`config.mk`:
```
export PLATFORM = sky130hd
export DESIGN_NAME = mult_share_arbiter
export DESIGN_NICKNAME = d
export VERILOG_FILES = /design/src/rtl/mult_share_arbiter.sv
export SDC_FILE = /design/constraint.sdc
export NUM_CORES = 1
export LEC_CHECK = 0
export CAP_MARGIN = 20
export CELL_PAD_IN_SITES_DETAIL_PLACEMENT = 1
export CELL_PAD_IN_SITES_GLOBAL_PLACEMENT = 2
export CORE_MARGIN = 8
export CORE_UTILIZATION = 25
export DETAILED_ROUTE_END_ITERATION = 6
export HOLD_SLACK_MARGIN = 0.05
export PLACE_DENSITY_LB_ADDON = 0.1
export SKIP_LAST_GASP = 1
export SYNTH_ARGS = -nofsm -noshare
export SYNTH_HDL_FRONTEND = slang
export SYNTH_SLANG_ARGS = --single-unit
```
`constraint.sdc`:
```
create_clock -name clk -period 2.6 [get_ports clk]
set_input_delay 0.52 -clock clk [delete_from_list [all_inputs] [get_ports clk]]
set_output_delay 0.52 -clock clk [all_outputs]
set_load 0.02 [all_outputs]
```
`src/rtl/mult_share_arbiter.sv`:
```
// Two-requester front end for a shared multiplier and result memory.
// Operand pairs are granted round-robin until a full batch of 2^LOGDEPTH
// products has been issued. A one-cycle block-read pulse then starts the
// read-back, and every returned product is tagged with the requester that
// issued it.
module mult_share_arbiter #(
  parameter int unsigned LOGDEPTH = 6,
  parameter int unsigned OPW      = 16,
  parameter int unsigned WIDTH    = 32
) (
  input  logic                clk,
  input  logic                rst,
  // Requester 0
  input  logic                req0_valid,
  output logic                req0_ready,
  input  logic [OPW-1:0]      req0_a,
  input  logic [OPW-1:0]      req0_b,
  // Requester 1
  input  logic                req1_valid,
  output logic                req1_ready,
  input  logic [OPW-1:0]      req1_a,
  input  logic [OPW-1:0]      req1_b,
  // Multiplier issue side
  output logic                EN_mult,
  input  logic                RDY_mult,
  output logic [OPW-1:0]      mult_input0,
  output logic [OPW-1:0]      mult_input1,
  // Result memory read side
  output logic                EN_blockRead,
  input  logic                VALID_memVal,
  input  logic [WIDTH-1:0]    memVal_data,
  // Tagged results
  output logic                res_valid,
  output logic [WIDTH-1:0]    res_data,
  output logic                res_id,
  // Status
  output logic [LOGDEPTH:0]   batch_count,
  output logic                busy
);

  localparam int unsigned Depth = 1 << LOGDEPTH;
  localparam logic [LOGDEPTH:0] DepthCnt = Depth[LOGDEPTH:0];

  typedef enum logic [1:0] {
    StIdle,
    StIssue,
    StWaitFull,
    StDrain
  } state_e;

  state_e                state_q, state_d;
  logic                  ptr_q, ptr_d;         // requester favoured on contention
  logic [LOGDEPTH:0]     count_q, count_d;     // products issued in this batch
  logic [LOGDEPTH-1:0]   rd_idx_q, rd_idx_d;   // next tag slot to return
  logic [Depth-1:0]      tag_q, tag_d;         // issuing requester per memory slot
  logic                  blk_rd_q, blk_rd_d;
  logic                  res_valid_q, res_valid_d;
  logic [WIDTH-1:0]      res_data_q, res_data_d;
  logic                  res_id_q, res_id_d;

  logic                  any_valid;
  logic                  grant_id;
  logic                  fire;

  // Round-robin grant and issue qualification. Reset suppresses issue so an
  // aborted batch never handshakes a pair it is about to discard.
  always_comb begin
    any_valid = req0_valid | req1_valid;
    grant_id  = req1_valid & (~req0_valid | ptr_q);
    fire      = (state_q == StIssue) & ~rst & RDY_mult & any_valid & (count_q < DepthCnt);
  end

  // Multiplier and requester handshake outputs; operands are zero when idle.
  always_comb begin
    EN_mult     = fire;
    req0_ready  = fire & ~grant_id;
    req1_ready  = fire & grant_id;
    mult_input0 = '0;
    mult_input1 = '0;
    if (fire) begin
      mult_input0 = grant_id ? req1_a : req0_a;
      mult_input1 = grant_id ? req1_b : req0_b;
    end
  end

  // Next-state logic for the batch controller, tag store and result stage.
  always_comb begin
    state_d     = state_q;
    ptr_d       = ptr_q;
    count_d     = count_q;
    rd_idx_d    = rd_idx_q;
    tag_d       = tag_q;
    blk_rd_d    = 1'b0;
    res_valid_d = 1'b0;
    res_data_d  = '0;
    res_id_d    = 1'b0;

    unique case (state_q)
      StIdle: begin
        if (RDY_mult) begin
          state_d = StIssue;
        end
      end

      StIssue: begin
        if (fire) begin
          tag_d[count_q[LOGDEPTH-1:0]] = grant_id;
          count_d                      = count_q + 1'b1;
          ptr_d                        = ~grant_id;
          if (count_q == DepthCnt - 1'b1) begin
            state_d = StWaitFull;
          end
        end
      end

      // One settling cycle after the last issue, then kick the block read.
      StWaitFull: begin
        blk_rd_d = 1'b1;
        state_d  = StDrain;
      end

      StDrain: begin
        if (VALID_memVal) begin
          res_valid_d = 1'b1;
          res_data_d  = memVal_data;
          res_id_d    = tag_q[rd_idx_q];
          rd_idx_d    = rd_idx_q + 1'b1;
          // Last slot returned: close the batch; the pointer carries over.
          if (rd_idx_q == '1) begin
            state_d  = StIdle;
            count_d  = '0;
            rd_idx_d = '0;
          end
        end
      end

      default: begin
        state_d = StIdle;
      end
    endcase
  end

  // State registers with synchronous reset; reset drops any batch in flight.
  always_ff @(posedge clk) begin
    if (rst) begin
      state_q     <= StIdle;
      ptr_q       <= 1'b0;
      count_q     <= '0;
      rd_idx_q    <= '0;
      tag_q       <= '0;
      blk_rd_q    <= 1'b0;
      res_valid_q <= 1'b0;
      res_data_q  <= '0;
      res_id_q    <= 1'b0;
    end else begin
      state_q     <= state_d;
      ptr_q       <= ptr_d;
      count_q     <= count_d;
      rd_idx_q    <= rd_idx_d;
      tag_q       <= tag_d;
      blk_rd_q    <= blk_rd_d;
      res_valid_q <= res_valid_d;
      res_data_q  <= res_data_d;
      res_id_q    <= res_id_d;
    end
  end

  assign EN_blockRead = blk_rd_q;
  assign res_valid    = res_valid_q;
  assign res_data     = res_data_q;
  assign res_id       = res_id_q;
  assign batch_count  = count_q;
  assign busy         = (state_q != StIdle);

endmodule

```
==> results of run 1 <==
==> worst min-delay path, delay by kind of cell, from the launching register on <==
family,cells,cell delay [ns]
flip-flops,1,0.31
AND/OR/NAND/NOR,1,0.05
AO/OA/AOI/OAI,1,0.05
==> flip-flops by register name, summed over array words and instances, names as in the netlist <==
register,flops
res_id,1
EN_blockRead,1
ptr_q,1
tag_q,64
batch_count,7
state_q,2
rd_idx_q,6
res_valid,1
res_data,32
==> cell type report <==
class / instances / area share [%]
repair buffers: 208 / 23.18
multi-input cells: 469 / 36.84
inverters: 8 / 0.3646
well taps: 280 / 4.253
clock buffers: 17 / 5.165
clock inverters: 15 / 2.248
flip-flops and latches: 115 / 27.95
==> path summary, 6_finish.rpt <==
check                                              from                      to  slack [ns]  cells past startpoint
worst max-delay path                         req1_valid          mult_input1[8]        0.14                      6
worst min register to register   tag_q[12]$_SDFFE_PP0P_  tag_q[12]$_SDFFE_PP0P_        0.46                      2
worst min-delay path             tag_q[12]$_SDFFE_PP0P_  tag_q[12]$_SDFFE_PP0P_        0.46                      2
worst max register to register  state_q[1]$_SDFFE_PP0P_  tag_q[57]$_SDFFE_PP0P_        0.37                      9
==> through the flow <==
step                      setup WS [ns]  TNS [ns]  util, %  cells
final                            0.1450         0    37.63   1112
after global routing           0.002460         0    37.63   1112
after CTS                      -0.05777  -0.05777    37.56   1111
after detailed placement        -0.3369    -12.81    35.49   1079
after global placement          -0.3211    -10.14    35.49   1079
after floorplan                  0.1832         0        -    648
==> cell usage after synthesis (3+ instances only) <==
master and number:
dfxtp_1 115, nand2_1 99, nor2_1 69, mux2i_1 57, a21oi_1 56, nor3_1 42
clkbuf_1 38, and2_1 35, or3_1 13, mux4_1 12, nand3_1 12, o21ai_0 11
buf_1 9, ha_1 7, inv_1 7, nor2b_1 6, or2_2 5, xor2_1 5
buf_4 4, mux4_2 4, nand4_1 4, nand2b_1 3
==> power by group through the flow <==
stage	clock network, mW	registers [mW]	logic [mW]
final	2.44	1.86	0.925
after global routing	2.59	1.86	1.01
after CTS	2.52	1.85	0.936
after detailed placement	0	1.90	0.954
after global placement	0	1.89	0.931
after floorplan	0	1.89	0.459
==> metal layers <==
layer  global-route usage (%)  wire [µm]
met1                    16.88       8677
met2                    27.03      10830
met3                    4.070        983
met4                    4.781        299
met5                        0          0
==> cell families after synthesis <==
group | after synthesis
buf+inv | 64
xor+xnor | 7
mux | 73
simple gates | 299
flops | 115
compound gates | 83
fa+ha+maj | 7
==> what timing repair did <==
| action | 4_1_cts | 5_1_grt |
|---|---|---|
| endpoints found under the setup margin | 35 | 35 |
| resized for setup | 139 | 11 |
| pin swaps | 1 | 0 |
==> reports/metrics.csv, run 1 <==
metric;value;unit
worst IR drop on VDD;0.3229;mV
Main synth FF type;dfxtp_1;
multi-input logic area;3034;µm²
max-slew violations;0;
share of the synthesized area in the top cell type;41.13;%
pwr/cell area;633.6;nW/µm²
CTS Buffer Depth;2;
most common cell after layout, fill and taps aside;clkdlybuf4s50_1;
Reg power frac;35.5;%
Synth Register Bits;115;
Post-Route WL;20790;µm
WP data arrival;1.94;ns
worst setup path class;input port to output port;
hpwl dp;15140;µm
max-cap viol count;0;
register area;2302;µm²
cell breakdown of the critical path;clkdlybuf4s50_1 > a21boi_4 > buf_12 > nand2_1 > a21oi_1 > buf_2;
first-pass iteration count of the detailed router;4;
Yosys top cell by area;dfxtp_1;
hold_buf cts;0;
die area;27440;µm²
Synth Area in Compound Gates;8.270;%
Initial DRC Count;271;
fin area;8237;µm²
DR DRC count;0;
clock slew at reported path FFs;0.06;ns
Worst-Skew Late Latency;0.42;ns
Post-Synth XOR/XNOR Area;1.095;%
post-synthesis instance total;648;
Syn Std Cell Area;5598;µm²
sequential area share after synthesis;41.13;%
Sw Share;29.54;%
CP max stage cell;clkdlybuf4s50_1;
htree depth;4;
Nets;928;
Via density;4.736;
combinational power share;17.7;%
main area contributors after synthesis;dfxtp_1, mux2i_1, nand2_1;
CP max FO;34;
Mapped Nets;757;
Layout area overhead;47.14;%
initial antenna violation count;0;
final setup fails;0;
Starting Density;25.57;%
Synth Area in Adders;1.565;%
P_int;3.677;mW
Buf/Inv on CP;3;
# IOs;180;
Rows;54;
main combinational cell family by area after synthesis;simple AND/OR/NAND/NOR gates;
area of the core;21890;µm²
element type at the critical path end;output port;
Worst setup SP type;input port;
dpl cell area;7769;µm²
RSZ-0062 raised after global routing;false;
GRT Total Usage;15.04;%
area share of and/or/nand/nor cells after synthesis;25.35;%
Max Clk Rate;407.3;MHz
Final Hold Viols;0;
Die X;165.6;µm
Hold WC Path Type;flip-flop to flip-flop;
Design Power;5.219;mW
number of fill cells;2532;
Worst path top cell family by delay;buffers and inverters;
first-pass GRT wire length;33130;µm
pin count of the biggest net entering global routing;76;
EDFF count, synth;0;
multiplexer share of the synthesized area;17.43;%
most frequent cells in the layout;clkdlybuf4s50_1, dfxtp_1, nand2_1;
syn avg cell area;8.639;µm²
hold_ws;0.4585;ns
Worst path max stage delay;0.55;ns
global route overflow;0;
Slew HR;42.16;%
cts bufs inserted;17;
CP required;2.08;ns
Port Buf Inserts;179;
Pleak;3.051;nW
layout cell share with drive strength beyond 1;14.30;%
diodes inserted;0;
fin crit share;94.43;%
DR WL/cell;18.70;µm
antenna-violating nets left;0;
CTS tree;done;
Async S/R FF share, synth;0;%
Die Y;165.6;µm
Yosys Warn Count;0;
Psw;1.542;mW
CTS Root Cell;clkbuf_16;
vias in the first global route;5805;
post-synth cell types;49;
clock period minus final worst setup slack;2.455;ns
setup bufs post-CTS;0;
Clock power frac;46.7;%
detailed-route via count;5266;
status;complete, no violations;
Worst-Margin Slew;0.8675;ns
Final Skew;0.01531;ns
Sink Count;115;
routability cong.;0.7294;
No activity file was read; power rests on OpenSTA's default activity.
==> inputs of run 2 (changes only) <==
--- a/config.mk
+++ b/config.mk
@@ -11,8 +11,10 @@
 export CORE_MARGIN = 8
 export CORE_UTILIZATION = 25
 export DETAILED_ROUTE_END_ITERATION = 6
+export DONT_BUFFER_PORTS = 1
 export HOLD_SLACK_MARGIN = 0.05
 export PLACE_DENSITY_LB_ADDON = 0.1
+export RECOVER_POWER = 25
 export SKIP_LAST_GASP = 1
 export SYNTH_ARGS = -nofsm -noshare
 export SYNTH_HDL_FRONTEND = slang
==> run 2 against run 1 <==
Against the previous run:
- final cell count decreased by 14%
- sequential cell count unchanged
- non-clock buffer count fell by 152
- first-iteration DRC count down 23%
- clock power down 11%
- register-to-register slack gained 0.05 ns
- global-route usage down 1.6 points
- utilization is 6.8 points lower
- routed wire length decreased by 9.4%
- critical endpoint is now req1_ready
- largest cell class unchanged
- highest routed layer unchanged
==> reports/metrics.csv, run 2 (synthesized netlist as in run 1, its figures left out) <==
metric;value;unit
first-pass iteration count of the detailed router;4;
most common cell after layout, fill and taps aside;dfxtp_1;
Rows;54;
CTS Root Cell;clkbuf_16;
worst IR drop on VDD;0.3246;mV
Initial DRC Count;208;
Slew HR;35.03;%
Design Power;4.710;mW
hpwl dp;13270;µm
Final Skew;0.007879;ns
DR WL/cell;19.62;µm
CP max stage cell;dfxtp_1;
reg2reg setup slack;0.42;ns
CP max FO;38;
max reg flops;64;
max-slew violations;0;
WP data arrival;1.92;ns
hold_buf cts;0;
max-cap viol count;0;
r2r worst-path depth;7;
Reg2Reg Capture Point;tag_q[40]$_SDFFE_PP0P_;
GRT Total Usage;13.44;%
Die X;165.6;µm
Worst path top cell family by delay;simple AND/OR/NAND/NOR gates;
die area;27440;µm²
Sink Count;115;
clock slew at reported path FFs;0.06;ns
most frequent cells in the layout;dfxtp_1, nand2_1, nor2_1;
Post-Route WL;18840;µm
htree depth;4;
initial antenna violation count;0;
status;complete, no violations;
grt met2 use;24.43;%
DP Worst Slack;0.3412;ns
hold path startpoint;rst;
CTS tree;done;
Hold WC Path Type;input port to flip-flop;
clock period minus final worst setup slack;2.437;ns
Top reg by flops;tag_q;
global route overflow;0;
first-pass GRT wire length;29230;µm
pin count of the biggest net entering global routing;79;
met3 global-route usage;4.259;%
setup ws final;0.1626;ns
Final Non-Filler Cells;960;
antenna-violating nets left;0;
cell breakdown of the critical path;ha_4 > and4bb_2 > nand2_4 > buf_12 > nor2_2 > buf_4;
worst setup path class;flip-flop to output port;
Hold EP;rd_idx_q[2]$_SDFFE_PP0P_;
RSZ-0062 raised after global routing;false;
hold path depth;1;
diodes inserted;0;
Worst R2R Start;state_q[0]$_SDFFE_PP0P_;
final setup TNS;0;ns
Starting Density;25.57;%
cts bufs inserted;17;
Layout area overhead;20.59;%
# IOs;180;
vias in the first global route;4988;
Buf/Inv on CP;2;
Worst-Skew Late Latency;0.42;ns
setup bufs post-CTS;0;
Port Buf Inserts;0;
CTS Buffer Depth;2;
Most Used Layer, Global Route;met2;
GR Layer Usage met1;14.66;%
Worst setup SP type;flip-flop;
DR DRC count;0;
CP required;2.08;ns
Pleak;2.427;nW
area of the core;21890;µm²
layout cell share with drive strength beyond 1;16.32;%
Nets;776;
element type at the critical path end;output port;
Worst path max stage delay;0.41;ns
Inst Count DP;927;
fin crit share;93.75;%
detailed-route via count;4648;
Max Clk Rate;410.3;MHz
Final Hold Viols;0;
Die Y;165.6;µm
Worst-Margin Slew;0.9745;ns
pwr/cell area;697.8;nW/µm²
routability cong.;0.7254;
Via density;4.842;
final setup fails;0;
[run 2: cell types whose count changed in the layout (fill, tap and decap cells not counted), moves of 2 or more]
cell             before  now
clkdlybuf4s50_1     143    0
buf_2                32    0
buf_4                27   52
inv_8                 6    1
buf_12                5    2
clkinvlp_4            0    3
inv_6                 4    7
a21oi_1              56   54
a21oi_2               0    2
bufinv_16             2    0
clkbuf_1              0    2
[run 2: layer usage]
| metal | vias up | share of wire [%] |
|---|---|---|
| met2 | 101 | 53 |
| li1 | 2257 | - |
| met1 | 2275 | 41 |
| met5 | - | 0 |
| met3 | 15 | 5.3 |
| met4 | 0 | 0.88 |
[run 2: worst register-to-register path, delay by kind of cell (launching register included)]
family	cells	cell delay (ns)
adder cells (fa/ha/maj)	1	0.19
AND/OR/NAND/NOR	4	1.22
flip-flops	1	0.41
AO/OA/AOI/OAI	1	0.13
buffers and inverters	1	0.16
[run 2: what timing repair did]
item | in CTS | in global routing
setup endpoints to repair | 34 | 34
cloned | 1 | 0
gates resized for setup | 3 | 5
[run 2: metrics by stage]
step	cell area, µm²	hold WS, ns	utilization, %
final	6750	0.1795	30.84
after global routing	6750	0.1473	30.84
after CTS	6736	0.1529	30.77
after detailed placement	6147	0.4472	28.08
after global placement	6147	0.4362	28.08
after floorplan	5598	0.4315	-
[run 2: area by class of cell]
class / count / area (µm²)
clock buffers: 18 / 429.2
repair buffers: 56 / 466.7
well taps: 280 / 350.3
inverters: 8 / 30.03
flip-flops and latches: 115 / 2302
fillers: 2561 / 15140
clock inverters: 14 / 117.6
multi-input cells: 469 / 3054
[run 2: worst max path at each step]
stage / startpoint / end / cells past startpoint
6_report: state_q[0]$_SDFFE_PP0P_ / req1_ready / 6
5_1_grt: state_q[1]$_SDFFE_PP0P_ / mult_input1[7] / 7
4_1_cts: state_q[1]$_SDFFE_PP0P_ / mult_input0[11] / 7
3_5_place_dp: state_q[1]$_SDFFE_PP0P_ / tag_q[47]$_SDFFE_PP0P_ / 8
3_3_place_gp: state_q[1]$_SDFFE_PP0P_ / req1_ready / 7
2_1_floorplan: req1_valid / mult_input0[10] / 6
[run 2: power breakdown]
| group | internal, mW | total, mW | switching [mW] |
|---|---|---|---|
| logic | 0.237 | 0.668 | 0.431 |
| registers | 1.80 | 1.87 | 0.0700 |
| clock network | 1.24 | 2.17 | 0.925 |
==> inputs of run 3 (changes only) <==
--- a/config.mk
+++ b/config.mk
@@ -12,6 +12,7 @@
 export CORE_UTILIZATION = 25
 export DETAILED_ROUTE_END_ITERATION = 6
 export DONT_BUFFER_PORTS = 1
+export GPL_ROUTABILITY_DRIVEN = 1
 export HOLD_SLACK_MARGIN = 0.05
 export PLACE_DENSITY_LB_ADDON = 0.1
 export RECOVER_POWER = 25
==> results of run 3 <==
Final layout, timing and power as in run 2 (identical DEF).
